File: src/rtl/fetch_pkg.sv
// Shared types and default parameters for the instruction fetch queue.
// No logic lives here.
package fetch_pkg;

    typedef enum logic {
        IDLE = 1'b0,
        RUN  = 1'b1
    } fetch_state_t;

    localparam int DEF_DATA_W   = 32;
    localparam int DEF_ADDR_W   = 11;
    localparam int DEF_DEPTH    = 4;
    localparam int DEF_RESET_PC = 0;

endpackage

File: src/rtl/fetch_fifo.sv
// Synchronous DEPTH-entry FIFO of {addr, data}; head is visible the cycle after a push.
// Flush empties it and wins over push/pop; a push into a full FIFO is dropped unless a pop frees a slot.
module fetch_fifo #(
    parameter int W     = 43,
    parameter int DEPTH = 4
) (
    input  logic                       clk,
    input  logic                       rst_n,
    input  logic                       push,
    input  logic [W-1:0]               push_dat,
    input  logic                       pop,
    input  logic                       flush,
    output logic [W-1:0]               head,
    output logic [$clog2(DEPTH+1)-1:0] count
);

    localparam int PW = (DEPTH > 1) ? $clog2(DEPTH) : 1;
    localparam int CW = $clog2(DEPTH+1);

    logic [W-1:0]  mem [DEPTH];
    logic [PW-1:0] rd_ptr;
    logic [PW-1:0] wr_ptr;
    logic          do_pop;
    logic          do_push;

    assign do_pop  = pop && (count != '0);
    assign do_push = push && ((count < CW'(DEPTH)) || do_pop);
    assign head    = mem[rd_ptr];

    // Storage needs no reset: the head is only looked at while count is non-zero.
    always_ff @(posedge clk) begin
        if (do_push && !flush) begin
            mem[wr_ptr] <= push_dat;
        end
    end

    always_ff @(posedge clk or negedge rst_n) begin
        if (!rst_n) begin
            rd_ptr <= '0;
            wr_ptr <= '0;
            count  <= '0;
        end else if (flush) begin
            rd_ptr <= '0;
            wr_ptr <= '0;
            count  <= '0;
        end else begin
            if (do_push) begin
                wr_ptr <= wr_ptr + 1'b1;
            end
            if (do_pop) begin
                rd_ptr <= rd_ptr + 1'b1;
            end
            if (do_push && !do_pop) begin
                count <= count + 1'b1;
            end else if (do_pop && !do_push) begin
                count <= count - 1'b1;
            end
        end
    end

endmodule

File: src/rtl/fetch_queue.sv
// Instruction prefetch queue: issues sequential RAM reads and buffers {pc, word}; issue-to-valid is 2 cycles.
// Backpressure: issue stalls while queued plus in-flight reads would exceed DEPTH; redirect flushes everything.
module fetch_queue
    import fetch_pkg::*;
#(
    parameter int DATA_W   = DEF_DATA_W,
    parameter int ADDR_W   = DEF_ADDR_W,
    parameter int DEPTH    = DEF_DEPTH,
    parameter int RESET_PC = DEF_RESET_PC
) (
    input  logic                       clk,
    input  logic                       rst_n,
    input  logic                       fetch_en,
    output logic                       ram_rd_en1,
    output logic [ADDR_W-1:0]          ram_addr1,
    input  logic [DATA_W-1:0]          ram_data1,
    input  logic                       redirect,
    input  logic [ADDR_W-1:0]          redirect_pc,
    output logic                       instr_valid,
    output logic [DATA_W-1:0]          instr_out,
    output logic [ADDR_W-1:0]          instr_pc,
    input  logic                       instr_ready,
    output logic [$clog2(DEPTH+1)-1:0] count
);

    localparam int CW = $clog2(DEPTH+1);
    localparam int EW = ADDR_W + DATA_W;

    fetch_state_t      state;
    logic [ADDR_W-1:0] fetch_pc;
    logic [ADDR_W-1:0] pend_pc;
    logic              pend;
    logic              flush;
    logic              push;
    logic              pop;
    logic [EW-1:0]     head;
    logic [CW:0]       occupancy;

    // RAM latency is exactly one cycle, so at most one read is ever in flight.
    assign occupancy   = {1'b0, count} + {{CW{1'b0}}, pend};
    assign ram_rd_en1  = (state == RUN) && fetch_en && !redirect
                         && (occupancy < (CW+1)'(DEPTH));
    assign ram_addr1   = fetch_pc;

    assign flush       = redirect && (state == RUN);
    assign push        = pend && !flush;
    assign pop         = instr_valid && instr_ready && !flush;

    assign instr_valid = (count != '0);
    assign instr_pc    = instr_valid ? head[EW-1:DATA_W] : '0;
    assign instr_out   = instr_valid ? head[DATA_W-1:0]  : '0;

    always_ff @(posedge clk or negedge rst_n) begin
        if (!rst_n) begin
            state    <= IDLE;
            fetch_pc <= ADDR_W'(RESET_PC);
            pend     <= 1'b0;
            pend_pc  <= '0;
        end else begin
            case (state)
                IDLE:    if (fetch_en)  state <= RUN;
                RUN:     if (!fetch_en) state <= IDLE;
                default: state <= IDLE;
            endcase
            pend <= ram_rd_en1;
            if (ram_rd_en1) begin
                pend_pc <= fetch_pc;
            end
            if (redirect) begin
                fetch_pc <= redirect_pc;
            end else if (ram_rd_en1) begin
                fetch_pc <= fetch_pc + 1'b1;
            end
        end
    end

    fetch_fifo #(
        .W     (EW),
        .DEPTH (DEPTH)
    ) u_fifo (
        .clk      (clk),
        .rst_n    (rst_n),
        .push     (push),
        .push_dat ({pend_pc, ram_data1}),
        .pop      (pop),
        .flush    (flush),
        .head     (head),
        .count    (count)
    );

endmodule

File: config.mk
export PLATFORM = sky130hd
export DESIGN_NAME = fetch_queue
export DESIGN_NICKNAME = d
export VERILOG_FILES = /design/src/rtl/fetch_pkg.sv /design/src/rtl/fetch_fifo.sv /design/src/rtl/fetch_queue.sv
export SDC_FILE = /design/constraint.sdc
export NUM_CORES = 1
export LEC_CHECK = 0
export ABC_AREA = 0
export BUFFER_PORTS_ARGS = -buffer_cell sky130_fd_sc_hd__buf_2
export CAP_MARGIN = 5
export CORE_ASPECT_RATIO = 0.8
export CORE_MARGIN = 1
export CORE_UTILIZATION = 50
export DETAILED_ROUTE_END_ITERATION = 10
export GPL_TIMING_DRIVEN = 0
export PLACE_DENSITY_LB_ADDON = 0.25
export SYNTH_ARGS = -nofsm -noshare
export SYNTH_HDL_FRONTEND = slang
export SYNTH_SLANG_ARGS = --single-unit
File: constraint.sdc
create_clock -name clk -period 3.5 [get_ports clk]
set_clock_uncertainty 0.1 [all_clocks]
set_input_delay 0.525 -clock clk [delete_from_list [all_inputs] [get_ports clk]]
set_output_delay 0.525 -clock clk [all_outputs]
set_load 0.02 [all_outputs]
==> metrics.cfg, run 1 <==
[sta]
postLayoutSetupSlackWorst_ps=540
drv_slew=0
fmax_ghz=0.338
fin_crit_ps=2960
holdWs_ps=-18.3
grt_setup_unrepaired=no
relSlewSlack_pct=53.6
finalHoldViolCount=31
post-route-period-util_pct=84.6
worstMarginPinSlew_ps=696
setup_viol=0

[power]
p_sw_share_pct=31.0
p_comb_share_pct=30.9
p_seq_share_pct=40.2
power_leakage_nw=3.54
clockPowerShare_pct=28.8
internal_power_mw=5.05
p_switching_mw=2.27
peakVddDrop_v=0.000367
power_density_nw_per_um2=755

[die]
start_util_pct=51.5
core_sq_um=15900
die_h_um=116
die_w_um=145
ios=107
num_rows=41
die_area_sq_um=16900

[run_status]
violations=hold timing
status=complete, but fails checks

[cells_and_area]
antenna_cells=0
area_delta_synth_final_pct=18.7
multi_input_area_sq_um=2070
fin_util_pct=61.2
fin_nets=640
drive_above_1_share_pct=34.3
regArea_sq_um=5940
nFillCells=1188

[clock_tree]
cts_buffer_depth=3
cts.sinks=203
cts_root_buf=clkbuf_16
clk_pin_slew_worst_paths_ps=60
cts-hold-fix-buffers=0
cts_tree=yes
htree_num_levels=1
post_cts_buffers=0
clkLatencyLatePin_ps=480
cts_buffers=20
cts_repair_resize_count=0

[route]
vias_per_cell=5.35
vias=4361
firstDrtPassIters=5
drc_errors=0
routed_wl_um=14700
drtAntennaViolNets=0
post_drt_wl_per_cell_um=18.0
drt_iter0_markers=232

[place]
port_buffers=104
place_congestion=0.846
post-place-ws_ps=773
dp_hpwl_um=9560

[global_route]
antenna_found_initial=0
grt_pass1_wl_um=23500
grt_max_degree=32
grt_usage_pct=18.2
grt_pass1_vias=4427
grt.overflow.total=0

[synthesis]
synth-edff-count=172
synthArstFlopShare_pct=15.3
synth_area_sq_um=8170
yosysSeqAreaShare_pct=72.7
syn-num-nets=510
synth-main-ff-cell=edfxtp_1
yosys_warnings=0
synth.ff_latch_count=203
syn_avg_cell_area_sq_um=17.9
ys_types=50
netlist_instances=456

[critical_path]
cp.required_ps=2870
endpoint_kind=primary output
critPathLaunchType=flip-flop
worstPathArrival_ps=2340
critPathKind=reg2out
cp_max_fo=10

[worst_hold_path]
hp-class=in2async

[flow_run]
maxCapViolCount=0

metal layers:
metal	wire (um)	GRT usage, %	up-vias
met5	0	0	-
met2	7290	31.1	142
met1	6410	24.8	2183
met4	224	3.83	0
li1	-	-	2019
met3	764	3.52	17
registers in the layout, indices dropped and copies added, names as in the netlist:
signal,flops
ram_addr1,11
u_fifo.count,3
pend,1
pend_pc,11
u_fifo.wr_ptr,2
state,1
u_fifo.mem,172
u_fifo.rd_ptr,2
power by group through the flow:
stage                     sequential (mW)  combinational (mW)  clock [mW]
final                                2.94                2.27        2.11
after global routing                 2.96                2.49        2.25
after CTS                            2.94                2.32        2.15
after detailed placement             2.99                2.31           0
after global placement               2.98                2.27           0
after floorplan                      2.99                1.58           0
cells in the mapped netlist (2+ instances only):
library cell / instances / area share, %
a221o_1: 3 / 0.37
nor2b_1: 2 / 0.15
or3_1: 2 / 0.15
edfxtp_1: 172 / 63
buf_2: 12 / 0.74
nand4_1: 2 / 0.15
nand2_1: 38 / 1.7
o211ai_1: 2 / 0.18
ha_1: 5 / 0.77
a211oi_1: 2 / 0.18
nor2_1: 7 / 0.32
a22oi_1: 3 / 0.28
inv_1: 9 / 0.41
mux2i_1: 3 / 0.37
a21oi_1: 6 / 0.37
xor2_1: 2 / 0.21
o21ai_0: 10 / 0.61
xnor2_1: 2 / 0.21
o21bai_1: 4 / 0.37
clkbuf_1: 11 / 0.51
and2_1: 48 / 3.7
nand3_1: 8 / 0.49
or2_2: 2 / 0.15
nor3b_1: 3 / 0.28
dfrtp_1: 31 / 9.5
mux4_2: 43 / 12
area by class of cell:
type | instances | area share [%]
flip-flops and latches | 203 | 61.2
multi-input cells | 216 | 21.3
repair buffers | 108 | 6.19
clock buffers | 25 | 5.35
well taps | 215 | 2.77
clock inverters | 11 | 1.42
plain buffers | 27 | 1.33
inverters | 10 | 0.387
worst paths after layout:
| check | start | to | slack (ps) | depth (start not counted) |
|---|---|---|---|---|
| worst min-delay path | rst_n | ram_addr1[2]$_DFFE_PN0P_ | -20 | 1 |
| min in group clk | fetch_en | state$_DFF_PN0_ | 60 | 1 |
| worst min register to register | pend_pc[6]$_DFFE_PN0P_ | u_fifo.mem[1][38]$_DFFE_PP_ | 420 | 0 |
| worst max register to register | u_fifo.count[0]$_DFFE_PN0P_ | u_fifo.count[1]$_DFFE_PN0P_ | 970 | 8 |
| worst max-delay path | u_fifo.rd_ptr[0]$_DFFE_PN0P_ | instr_pc[9] | 540 | 5 |
| max in group asynchronous | rst_n | u_fifo.rd_ptr[0]$_DFFE_PN0P_ | 2870 | 1 |
critical path, stage by stage (launching register included):
cell     delay (ps)
dfrtp_1         310
buf_2           250
buf_2           390
mux4_2          550
and2_1          190
buf_2           160
cell usage in the layout, fill, tap and decap left out, types with 3 or more instances in the layout:
master / netlist / routed
edfxtp_1: 172 / 172
clkbuf_16: 0 / 20
clkinv_1: 0 / 3
a22oi_1: 3 / 3
ha_1: 5 / 5
inv_1: 9 / 9
o21bai_1: 4 / 4
a21oi_1: 6 / 6
clkbuf_1: 11 / 16
nand2_1: 38 / 38
mux2i_1: 3 / 3
bufinv_16: 0 / 3
buf_12: 0 / 4
and2_2: 0 / 4
a221o_1: 3 / 3
buf_2: 12 / 116
mux4_2: 43 / 43
and2_1: 48 / 44
nor2_1: 7 / 7
dfrtp_1: 31 / 31
o21ai_0: 10 / 10
nor3b_1: 3 / 3
nand3_1: 8 / 8
clkinv_2: 0 / 3
logic make-up after synthesis:
family                   synth area share [%]
buffers and inverters                    2.04
multiplexers                             12.2
AO/OA/AOI/OAI                            3.28
flip-flops                               72.7
AND/OR/NAND/NOR                          8.32
XOR/XNOR                                0.429
adder cells (fa/ha/maj)                  1.01
metrics by stage:
stage / TNS (ps) / std cells / cell area, sq um / total power, mW / hold WS, ps
6_report: 0 / 815 / 9700 / 7.32 / -18.3
5_1_grt: 0 / 815 / 9700 / 7.70 / 34.7
4_1_cts: 0 / 815 / 9700 / 7.41 / 5.36
3_5_place_dp: 0 / 779 / 9040 / 5.30 / 407
3_3_place_gp: -44410 / 775 / 8960 / 5.25 / 393
2_1_floorplan: 0 / 456 / 8170 / 4.58 / 129
Power figures use the tool's default switching activity.
==> inputs of run 2 (changes only) <==
--- a/config.mk
+++ b/config.mk
@@ -5,7 +5,7 @@
 export SDC_FILE = /design/constraint.sdc
 export NUM_CORES = 1
 export LEC_CHECK = 0
-export ABC_AREA = 0
+export ABC_AREA = 1
 export BUFFER_PORTS_ARGS = -buffer_cell sky130_fd_sc_hd__buf_2
 export CAP_MARGIN = 5
 export CORE_ASPECT_RATIO = 0.8
==> constraint.sdc (replaced) <==
create_clock -name clk -period 3 [get_ports clk]
set_clock_uncertainty 0.1 [all_clocks]
set_input_delay 0.45 -clock clk [delete_from_list [all_inputs] [get_ports clk]]
set_output_delay 0.45 -clock clk [all_outputs]
set_load 0.02 [all_outputs]
==> run 2 against run 1 <==
Net effect:
- the flow now finishes without violations
- non-clock buffer count grew 13
- die area grew 0.95%
- combinational power grew 48%
- power grew 28%
==> metrics.cfg, run 2 <==
[synthesis]
ys_types=31
yosys.area.top_type=edfxtp_1
synth_common_cells=nor2_1 (180), edfxtp_1 (172), o21ai_0 (82), nand2_1 (52), a21oi_1 (45)
netlist_instances=705
synth.ff_latch_count=203
netlist_top_cells_area=edfxtp_1 (63%), dfrtp_1 (9.4%), nor2_1 (8.2%), o21ai_0 (5.0%), a21oi_1 (2.7%)
syn-num-nets=759
synth_area_sq_um=8250
yosys_warnings=0
synth-edff-count=172
yosysSeqAreaShare_pct=72.0
yosysMostFrequentCell=nor2_1
synth-main-ff-cell=edfxtp_1
synthArstFlopShare_pct=15.3
syn_avg_cell_area_sq_um=11.7
synth_top_area_share_pct=62.6

[power]
peakVddDrop_v=0.000496
p_switching_mw=3.48
clockPowerShare_pct=27.2
p_comb_share_pct=35.7
power_density_nw_per_um2=948
power_leakage_nw=3.81
internal_power_mw=5.89
power_mw=9.38
p_seq_share_pct=37.1
p_sw_share_pct=37.1

[cells_and_area]
fin_nets=895
largest_register_ffs=172
regMostFlops=u_fifo.mem
layout_commonest_cell=nor2_1
final_cell_mix=nor2_1 (176), edfxtp_1 (172), buf_2 (119)
drive_above_1_share_pct=21.5
fin_util_pct=62.0
nFillCells=1281
area_delta_synth_final_pct=19.9

[sta]
relSlewSlack_pct=33.9
drv_slew=0
post-route-period-util_pct=92.0
fmax_ghz=0.362
setup_viol=0
worstMarginPinSlew_ps=989
grt_setup_unrepaired=no
finalHoldViolCount=0
fin_crit_ps=2760

[route]
drt_iter0_markers=271
vias=5684
routed_wl_um=18500
post_drt_wl_per_cell_um=17.3
routed-wl-met2_um=8870
top_layer=met4
vias_per_cell=5.31
firstDrtPassIters=5
drc_errors=0
drtAntennaViolNets=0
wl_met1_um=8050
wl_met3_um=1340

[place]
place_congestion=0.852
dp_hpwl_um=11600
port_buffers=106

[critical_path]
endpoint_kind=primary output
crit_path_start=u_fifo.rd_ptr[1]$_DFFE_PN0P_
cp_max_fo=10
cpPeakStageDelay_ps=460
critPathKind=reg2out
worstPathArrival_ps=2210
cp_top_family=buffers and inverters
path_cells=buf_4 > inv_2 > clkbuf_1 > nor2_1 > o21ai_0 > a21oi_1 > buf_2
cp.required_ps=2450
critPathLaunchType=flip-flop
r2r_start=state$_DFF_PN0_
path_buf_inv=4
crit_slowest_cell=clkbuf_1

[global_route]
antenna_found_initial=0
grt_usage_pct=22.4
grt_pass1_vias=5731
grt_max_degree=32
grt.overflow.total=0
grt_pass1_wl_um=29300

[run_status]
status=complete, no violations

[clock_tree]
post_cts_buffers=0
cts_repair_resize_count=0
cts_buffers=21
clk_pin_slew_worst_paths_ps=60
cts_tree=yes
cts_buffer_depth=3
htree_num_levels=1
clkLatencyLatePin_ps=490
cts_root_buf=clkbuf_16
cts.sinks=203

[die]
ios=107
core_sq_um=16000
num_rows=41
die_w_um=146
die_area_sq_um=17000
start_util_pct=51.7
die_h_um=117

[worst_hold_path]
worstHoldStart=ram_data1[26]
hp-class=in2reg

[flow_run]
maxCapViolCount=0

run 2: timing repair:
action | in CTS | in global routing
hold buffers | 2 | 0
setup endpoints to repair | 0 | 0
hold endpoints to repair | 32 | 0
run 2: per-layer routing:
layer,up-vias,global-route usage [%]
met5,-,0
met4,0,4.21
met3,20,4.26
met2,201,39.4
met1,2738,29.6
li1,2725,-
run 2: cell families (layout without fill, tap and decap cells):
logic type / count (synthesis) / in the layout / synth area share [%]
xor+xnor: 4 / 4 / 0.425
simple gates: 262 / 262 / 12.8
buf+inv: 68 / 217 / 3.63
compound gates: 162 / 162 / 10.1
flops: 203 / 203 / 72.0
other cells: 0 / 1 / 0
fa+ha+maj: 6 / 6 / 1.00
run 2: power groups by stage:
stage	Clock [mW]	Combinational [mW]	Sequential, mW
floorplan	0	2.15	3.54
global placement	0	3.26	3.52
detailed placement	0	3.36	3.54
CTS	2.61	3.39	3.48
global route	2.71	3.69	3.51
finish	2.55	3.35	3.48
run 2: layout make-up:
class / instances / area, sq um / area share (%)
antenna: 1 / 2.50 / 0.0253
clock buffer: 26 / 544 / 5.50
multi-input combinational: 434 / 2040 / 20.6
sequential: 203 / 5940 / 60.1
clock inverter: 10 / 128 / 1.29
buffer: 35 / 173 / 1.75
inverter: 33 / 126 / 1.28
tap: 215 / 269 / 2.72
timing repair buffer: 113 / 666 / 6.73
run 2: stage by stage:
step	instance area, sq um	cells	hold WS (ps)	setup TNS, ps	worst slack [ps]
after floorplan	8250	705	54.4	-11820	-68.7
after global placement	9050	1026	389	-274870	-1610
after detailed placement	9190	1031	416	0	517
after CTS	9890	1069	58.7	0	211
after global routing	9890	1069	57.5	0	106
final	9890	1070	76.4	0	241
run 2: path summary, 6_finish.rpt:
kind	to	slack (ps)	depth (start not counted)
min in group asynchronous	ram_addr1[5]$_DFFE_PN0P_	460	2
min	u_fifo.mem[3][26]$_DFFE_PP_	80	1
min reg2reg	u_fifo.mem[2][36]$_DFFE_PP_	430	0
max in group asynchronous	u_fifo.wr_ptr[1]$_DFFE_PN0P_	1880	2
max	instr_out[28]	240	7
max reg2reg	u_fifo.mem[3][13]$_DFFE_PP_	720	4
